File: src/rtl/mem_access_ctrl_if.sv
// Bundle of the signals between the EX/MEM stage, the data-memory bus and the
// MEM/WB enables that the MEM-stage access sequencer drives.
interface mem_access_ctrl_if #(
  parameter int N = 32
);
  // EX/MEM stage outputs
  logic         ExMem_MemRead;
  logic         ExMem_MemWrite;
  logic         ExMem_Regwrite;
  logic [N-1:0] ExMem_AluResBypass;
  logic [N-1:0] ExMem_StoreData;
  // memory handshake and control inputs
  logic         mem_ready;
  logic         err_clr;
  // memory request bus
  logic         mem_req;
  logic         mem_we;
  logic [N-1:0] mem_addr;
  logic [N-1:0] mem_wdata;
  // pipeline control and status
  logic         stall;
  logic         en_MemWb;
  logic         wb_Regwrite;
  logic         bus_err;
  logic [31:0]  stall_cnt;

  // Sequencer side
  modport master (
    input  ExMem_MemRead, ExMem_MemWrite, ExMem_Regwrite,
    input  ExMem_AluResBypass, ExMem_StoreData,
    input  mem_ready, err_clr,
    output mem_req, mem_we, mem_addr, mem_wdata,
    output stall, en_MemWb, wb_Regwrite, bus_err, stall_cnt
  );

  // Pipeline/memory side
  modport slave (
    output ExMem_MemRead, ExMem_MemWrite, ExMem_Regwrite,
    output ExMem_AluResBypass, ExMem_StoreData,
    output mem_ready, err_clr,
    input  mem_req, mem_we, mem_addr, mem_wdata,
    input  stall, en_MemWb, wb_Regwrite, bus_err, stall_cnt
  );
endinterface

File: src/rtl/mem_access_ctrl.sv
// MEM-stage data-memory access sequencer: request/ready handshake, pipeline
// stall and MEM/WB enable generation, wait-state timeout with sticky error,
// and a saturating stall-cycle counter.
module mem_access_ctrl #(
  parameter int TIMEOUT = 15
) (
  input  logic              clk,
  input  logic              rst_n,  // active-high asynchronous reset
  mem_access_ctrl_if.master bus
);

  localparam int WAIT_W = (TIMEOUT > 1) ? $clog2(TIMEOUT) : 1;
  localparam logic [WAIT_W-1:0] WAIT_LAST = WAIT_W'(TIMEOUT - 1);

  typedef enum logic [1:0] {
    IDLE   = 2'd0,
    ACCESS = 2'd1,
    ERROR  = 2'd2
  } state_t;

  state_t            state, state_next;
  logic [WAIT_W-1:0] wait_cnt, wait_cnt_next;
  logic              bus_err_q;
  logic [31:0]       stall_cnt_q;

  logic access, conflict, req, stall, timeout_hit, err_set;

  assign access   = bus.ExMem_MemRead | bus.ExMem_MemWrite;
  assign conflict = bus.ExMem_MemRead & bus.ExMem_MemWrite;

  // State register and wait counter
  always_ff @(posedge clk or posedge rst_n) begin
    if (rst_n) begin
      state    <= IDLE;
      wait_cnt <= '0;
    end else begin
      state    <= state_next;
      wait_cnt <= wait_cnt_next;
    end
  end

  // Next-state logic and memory request generation
  always_comb begin
    state_next    = state;
    wait_cnt_next = wait_cnt;
    req           = 1'b0;
    timeout_hit   = 1'b0;
    case (state)
      IDLE: begin
        req = access;
        if (access && !bus.mem_ready) begin
          state_next    = ACCESS;
          wait_cnt_next = '0;
        end
      end
      ACCESS: begin
        req           = 1'b1;
        wait_cnt_next = wait_cnt + 1'b1;
        if (bus.mem_ready) begin
          state_next = IDLE;
        end else if (wait_cnt == WAIT_LAST) begin
          // mem_ready on this same cycle would have won above
          state_next  = ERROR;
          timeout_hit = 1'b1;
        end
      end
      ERROR: begin
        // requests are suppressed until software acknowledges the fault
        if (bus.err_clr) state_next = IDLE;
      end
      default: state_next = IDLE;
    endcase
  end

  assign stall   = req & ~bus.mem_ready;
  assign err_set = timeout_hit | (conflict & (state != ERROR));

  // Sticky bus error: a new fault in the same cycle outranks the clear
  always_ff @(posedge clk or posedge rst_n) begin
    if (rst_n)               bus_err_q <= 1'b0;
    else if (err_set)        bus_err_q <= 1'b1;
    else if (bus.err_clr)    bus_err_q <= 1'b0;
  end

  // Saturating count of stalled cycles, cleared only by reset
  always_ff @(posedge clk or posedge rst_n) begin
    if (rst_n)                              stall_cnt_q <= '0;
    else if (stall && (stall_cnt_q != '1))  stall_cnt_q <= stall_cnt_q + 32'd1;
  end

  assign bus.mem_req     = req;
  assign bus.mem_we      = bus.ExMem_MemWrite;  // a read+write conflict resolves to a write
  assign bus.mem_addr    = bus.ExMem_AluResBypass;
  assign bus.mem_wdata   = bus.ExMem_StoreData;
  assign bus.stall       = stall;
  assign bus.en_MemWb    = ~stall;
  // the faulting and all following instructions retire without a register write
  assign bus.wb_Regwrite = bus.ExMem_Regwrite & (state != ERROR) & ~timeout_hit;
  assign bus.bus_err     = bus_err_q;
  assign bus.stall_cnt   = stall_cnt_q;

endmodule

File: src/flat_wrapper.sv
// flat-port wrapper written by rule: the top's interface ports become plain ports
module mem_access_ctrl_flat 
#(
  parameter int TIMEOUT = 15
)
  (clk, rst_n, bus_ExMem_MemRead, bus_ExMem_MemWrite, bus_ExMem_Regwrite, bus_ExMem_AluResBypass, bus_ExMem_StoreData, bus_mem_ready, bus_err_clr, bus_mem_req, bus_mem_we, bus_mem_addr, bus_mem_wdata, bus_stall, bus_en_MemWb, bus_wb_Regwrite, bus_bus_err, bus_stall_cnt);
  mem_access_ctrl_if #(.N(32)) bus_i ();
  input  logic clk;
  input  logic rst_n;
  input wire logic [$bits(bus_i.ExMem_MemRead)-1:0] bus_ExMem_MemRead;
  input wire logic [$bits(bus_i.ExMem_MemWrite)-1:0] bus_ExMem_MemWrite;
  input wire logic [$bits(bus_i.ExMem_Regwrite)-1:0] bus_ExMem_Regwrite;
  input wire logic [$bits(bus_i.ExMem_AluResBypass)-1:0] bus_ExMem_AluResBypass;
  input wire logic [$bits(bus_i.ExMem_StoreData)-1:0] bus_ExMem_StoreData;
  input wire logic [$bits(bus_i.mem_ready)-1:0] bus_mem_ready;
  input wire logic [$bits(bus_i.err_clr)-1:0] bus_err_clr;
  output wire logic [$bits(bus_i.mem_req)-1:0] bus_mem_req;
  output wire logic [$bits(bus_i.mem_we)-1:0] bus_mem_we;
  output wire logic [$bits(bus_i.mem_addr)-1:0] bus_mem_addr;
  output wire logic [$bits(bus_i.mem_wdata)-1:0] bus_mem_wdata;
  output wire logic [$bits(bus_i.stall)-1:0] bus_stall;
  output wire logic [$bits(bus_i.en_MemWb)-1:0] bus_en_MemWb;
  output wire logic [$bits(bus_i.wb_Regwrite)-1:0] bus_wb_Regwrite;
  output wire logic [$bits(bus_i.bus_err)-1:0] bus_bus_err;
  output wire logic [$bits(bus_i.stall_cnt)-1:0] bus_stall_cnt;
  assign bus_i.ExMem_MemRead = bus_ExMem_MemRead;
  assign bus_i.ExMem_MemWrite = bus_ExMem_MemWrite;
  assign bus_i.ExMem_Regwrite = bus_ExMem_Regwrite;
  assign bus_i.ExMem_AluResBypass = bus_ExMem_AluResBypass;
  assign bus_i.ExMem_StoreData = bus_ExMem_StoreData;
  assign bus_i.mem_ready = bus_mem_ready;
  assign bus_i.err_clr = bus_err_clr;
  assign bus_mem_req = bus_i.mem_req;
  assign bus_mem_we = bus_i.mem_we;
  assign bus_mem_addr = bus_i.mem_addr;
  assign bus_mem_wdata = bus_i.mem_wdata;
  assign bus_stall = bus_i.stall;
  assign bus_en_MemWb = bus_i.en_MemWb;
  assign bus_wb_Regwrite = bus_i.wb_Regwrite;
  assign bus_bus_err = bus_i.bus_err;
  assign bus_stall_cnt = bus_i.stall_cnt;
  mem_access_ctrl #(.TIMEOUT(TIMEOUT)) u_core (.clk(clk), .rst_n(rst_n), .bus(bus_i));
endmodule
File: config.mk
export PLATFORM = sky130hd
export DESIGN_NAME = mem_access_ctrl_flat
export DESIGN_NICKNAME = d
export VERILOG_FILES = /design/src/rtl/mem_access_ctrl_if.sv /design/src/rtl/mem_access_ctrl.sv /design/src/flat_wrapper.sv
export SDC_FILE = /design/constraint.sdc
export NUM_CORES = 1
export LEC_CHECK = 0
export CORE_AREA = 2 2 92 94
export CTS_CLUSTER_DIAMETER = 80
export DETAILED_ROUTE_END_ITERATION = 10
export DIE_AREA = 0 0 94 96
export PLACE_DENSITY = 0.78
export SYNTH_ARGS = -nofsm -noshare
export SYNTH_HDL_FRONTEND = slang
export SYNTH_SLANG_ARGS = --single-unit
File: constraint.sdc
create_clock -name clk -period 1.75 [get_ports clk]
set_clock_uncertainty 0.05 [all_clocks]
set_input_delay 0.525 -clock clk [delete_from_list [all_inputs] [get_ports clk]]
set_output_delay 0.525 -clock clk [all_outputs]
set_load 0.01 [all_outputs]
==> run metrics <==
Post-Syn Instances 249; CTS clk-pin slew, worst paths 80 ps; Synth top cells by count buf_4, dfrtp_1, xor2_1; crit-path most repeated cell and3_4; synthesized cell area 2512 sq um; setup ws final -202.6 ps; # rows 33; critical path class reg -> out; worst skew pair latency 290 ps; crit share post-route 111.6%; final hold violations 0; Net Sw Frac 31.91%; Max stage delay cell, worst path dfrtp_1; CP Cell Sequence inv_1, ha_2, and3_4, nand2_4, and3_4, buf_6; worst hold margin 454.2 ps; count leader, synth buf_4; top-area cell type share of the netlist area 38.84%; clk buf depth 2; Ports 173; Max Cap Viol 0; area grow syn2layout 43.97%; Initial DRT Pass Iterations 4; CP bufs+invs 2; placed cells 395; Final #Nets 393; Synth area leaders dfrtp_1, buf_4, xor2_1; Routed WL 6157 um; synth warn 0; crit end category primary output; ys async rst share 100.0%; Sw Pwr 832.2 uW; cell taking the most area after synthesis dfrtp_1; Non-Filler Instances 425; 1st-iter DRT viols 58; gpl congestion 0.8172; max-slew violation count 0; P_int 1776 uW; hold_buf cts 0; static leakage 0.001745 uW; H-tree depth 2; area of the multi-input gates 1314 sq um; CTS sink cnt 39; sequential power share 42.7%; multiplexer share of the synthesized area 0.5976%; die width 94 um; crit path launch type flip-flop; Worst path max stage delay 380 ps; Max VDD drop 0.2576 mV; Seq cells post-synth 39; RSZ-0062 raised after global routing true; met1 GRT Util 14.95%; Routed Antenna Nets 0; die area 9024 sq um; CTS tree done; peak fanout along the critical path 2; total grt overflow 0; Post-synth EDFFs 0; Tmin final 1953 ps; Slew @ Worst Pin 434.9 ps; combinational family with the most area after synthesis simple AND/OR/NAND/NOR gates; CP arrival 1380 ps; Synth Net Count 323; clock share of power 23.1%; largest net degree at the start of global routing 40; Initial Utilization 31.20%; failing checks negative setup slack; root buf cell clkbuf_8; grt met3 use 3.602%; Synth Area in Simple Gates 23.26%; port bufs 44; post-layout util 44.93%; setup TNS -1528 ps; Req. time, crit path 1170 ps; share of cells above drive strength 1 53.44%; ys flop type dfrtp_1; die height 96 um; relative slew slack 70.95%; antenna cell count 0; vias 2,017; Yosys cell types 46; area fraction in compound gates after synthesis 4.432%; cell family with most CP delay simple AND/OR/NAND/NOR gates; Fmax 0.5121 GHz; status complete, but fails checks; Seq/Total Area, Yosys 38.84%; first-pass GRT wire length 9522 um; Comb pwr share 34.2%; # DRC 0; Total Routing Usage GR 13.37%; DP HPWL 4061 um; WL/cell 14.49 um; Final Setup Violations 29; met2 usage 22.92%; Place WS -805.0 ps; core region area 8051 sq um; P per Cell Area 721.0 nW/um^2; clock buffer count from CTS 5; post-synthesis adder-cell area fraction 1.494%; fillers 719; initial antenna violation count 0; Post-Synth XOR/XNOR Area 10.46%; vias in the first global route 2,063; average instance area after synthesis 10.09 sq um; Vias/cell 4.746; register area 988.4 sq um; min-delay worst type reg -> reg; GR peak layer met2
==> timing repair <==
action                                  4_1_cts  5_1_grt
pin swaps                                    34       29
gates resized for setup                     105       36
endpoints found under the setup margin       70       38
setup buffers                                12       11
==> final cells by class <==
class                      instances  area share, %
inverter                           7         0.7264
tap                              105          3.632
clock buffer                       7          2.110
sequential                        39          27.33
multi-input combinational        137          36.32
timing repair buffer             129          29.75
clock inverter                     1         0.1384
==> cell families (layout without fill, tap and decap cells) <==
logic type | count (synthesis) | count (layout)
AND/OR/NAND/NOR | 89 | 89
buffers and inverters | 73 | 144
flip-flops | 39 | 39
XOR/XNOR | 30 | 30
AO/OA/AOI/OAI | 14 | 14
adder cells (fa/ha/maj) | 3 | 3
multiplexers | 1 | 1
==> power by group through the flow <==
stage	registers [uW]	clock network [uW]	logic, uW
after CTS	1100	617	810
after floorplan	1180	0	392
after detailed placement	1110	0	772
final	1110	603	891
after global routing	1130	650	966
after global placement	1110	0	751
==> stage by stage <==
stage | total power, uW | area (sq um)
floorplan | 1575 | 2552
detailed placement | 1884 | 3123
global route | 2744 | 3617
finish | 2608 | 3617
CTS | 2526 | 3446
global placement | 1858 | 3123
==> state kept, by name, indices dropped and copies added (netlist names) <==
name                  count
u_core.bus.stall_cnt     32
u_core.wait_cnt           4
u_core.state              2
u_core.bus.bus_err        1
==> worst reg2reg max path, cell delays in order, from the launching register on <==
cell and delay (ps):
dfrtp_1 410, ha_4 180, buf_6 110, nand2_2 40, or3_4 380, o2111a_2 350, nand4_1 140, xnor2_1 130
==> placed cells by master (no fill, tap or decap), drive strengths merged, types with 2 or more instances in the layout <==
| master | instances |
|---|---|
| xor2 | 19 |
| and3 | 2 |
| or2 | 5 |
| nor4 | 6 |
| o21bai | 2 |
| inv | 7 |
| dfrtp | 39 |
| nor3 | 9 |
| nand2 | 14 |
| nor2 | 17 |
| o21ai | 4 |
| nand2b | 2 |
| nand3 | 10 |
| o211ai | 2 |
| dlygate4sd2 | 27 |
| clkdlybuf4s50 | 3 |
| nor4b | 3 |
| buf | 92 |
| ha | 3 |
| xnor2 | 11 |
| clkbuf | 10 |
| nor3b | 2 |
| or3 | 2 |
| and4 | 2 |
| clkdlybuf4s15 | 4 |
| nand4 | 11 |
| and2 | 2 |
==> metal layers <==
layer,part of all wire (%),vias up
met5,0,-
met4,3.5,0
met1,39,1002
met3,5.9,28
met2,52,60
li1,-,927
==> worst paths after layout <==
kind                                                startpoint                                    to  slack (ps)  cells after the start
max                             u_core.wait_cnt[0]$_DFFE_PP0P_                       bus_wb_Regwrite        -200                      6
min                             u_core.bus.bus_err$_DFFE_PP0P_        u_core.bus.bus_err$_DFFE_PP0P_         450                      2
max reg2reg                u_core.bus.stall_cnt[1]$_DFFE_PP0P_  u_core.bus.stall_cnt[19]$_DFFE_PP0P_        -110                      7
min reg2reg                     u_core.bus.bus_err$_DFFE_PP0P_        u_core.bus.bus_err$_DFFE_PP0P_         450                      2
max in group asynchronous                                rst_n  u_core.bus.stall_cnt[10]$_DFFE_PP0P_         900                      3
min in group asynchronous                                rst_n  u_core.bus.stall_cnt[20]$_DFFE_PP0P_         530                      3
Note: power is estimated with default switching activity, not from simulation.
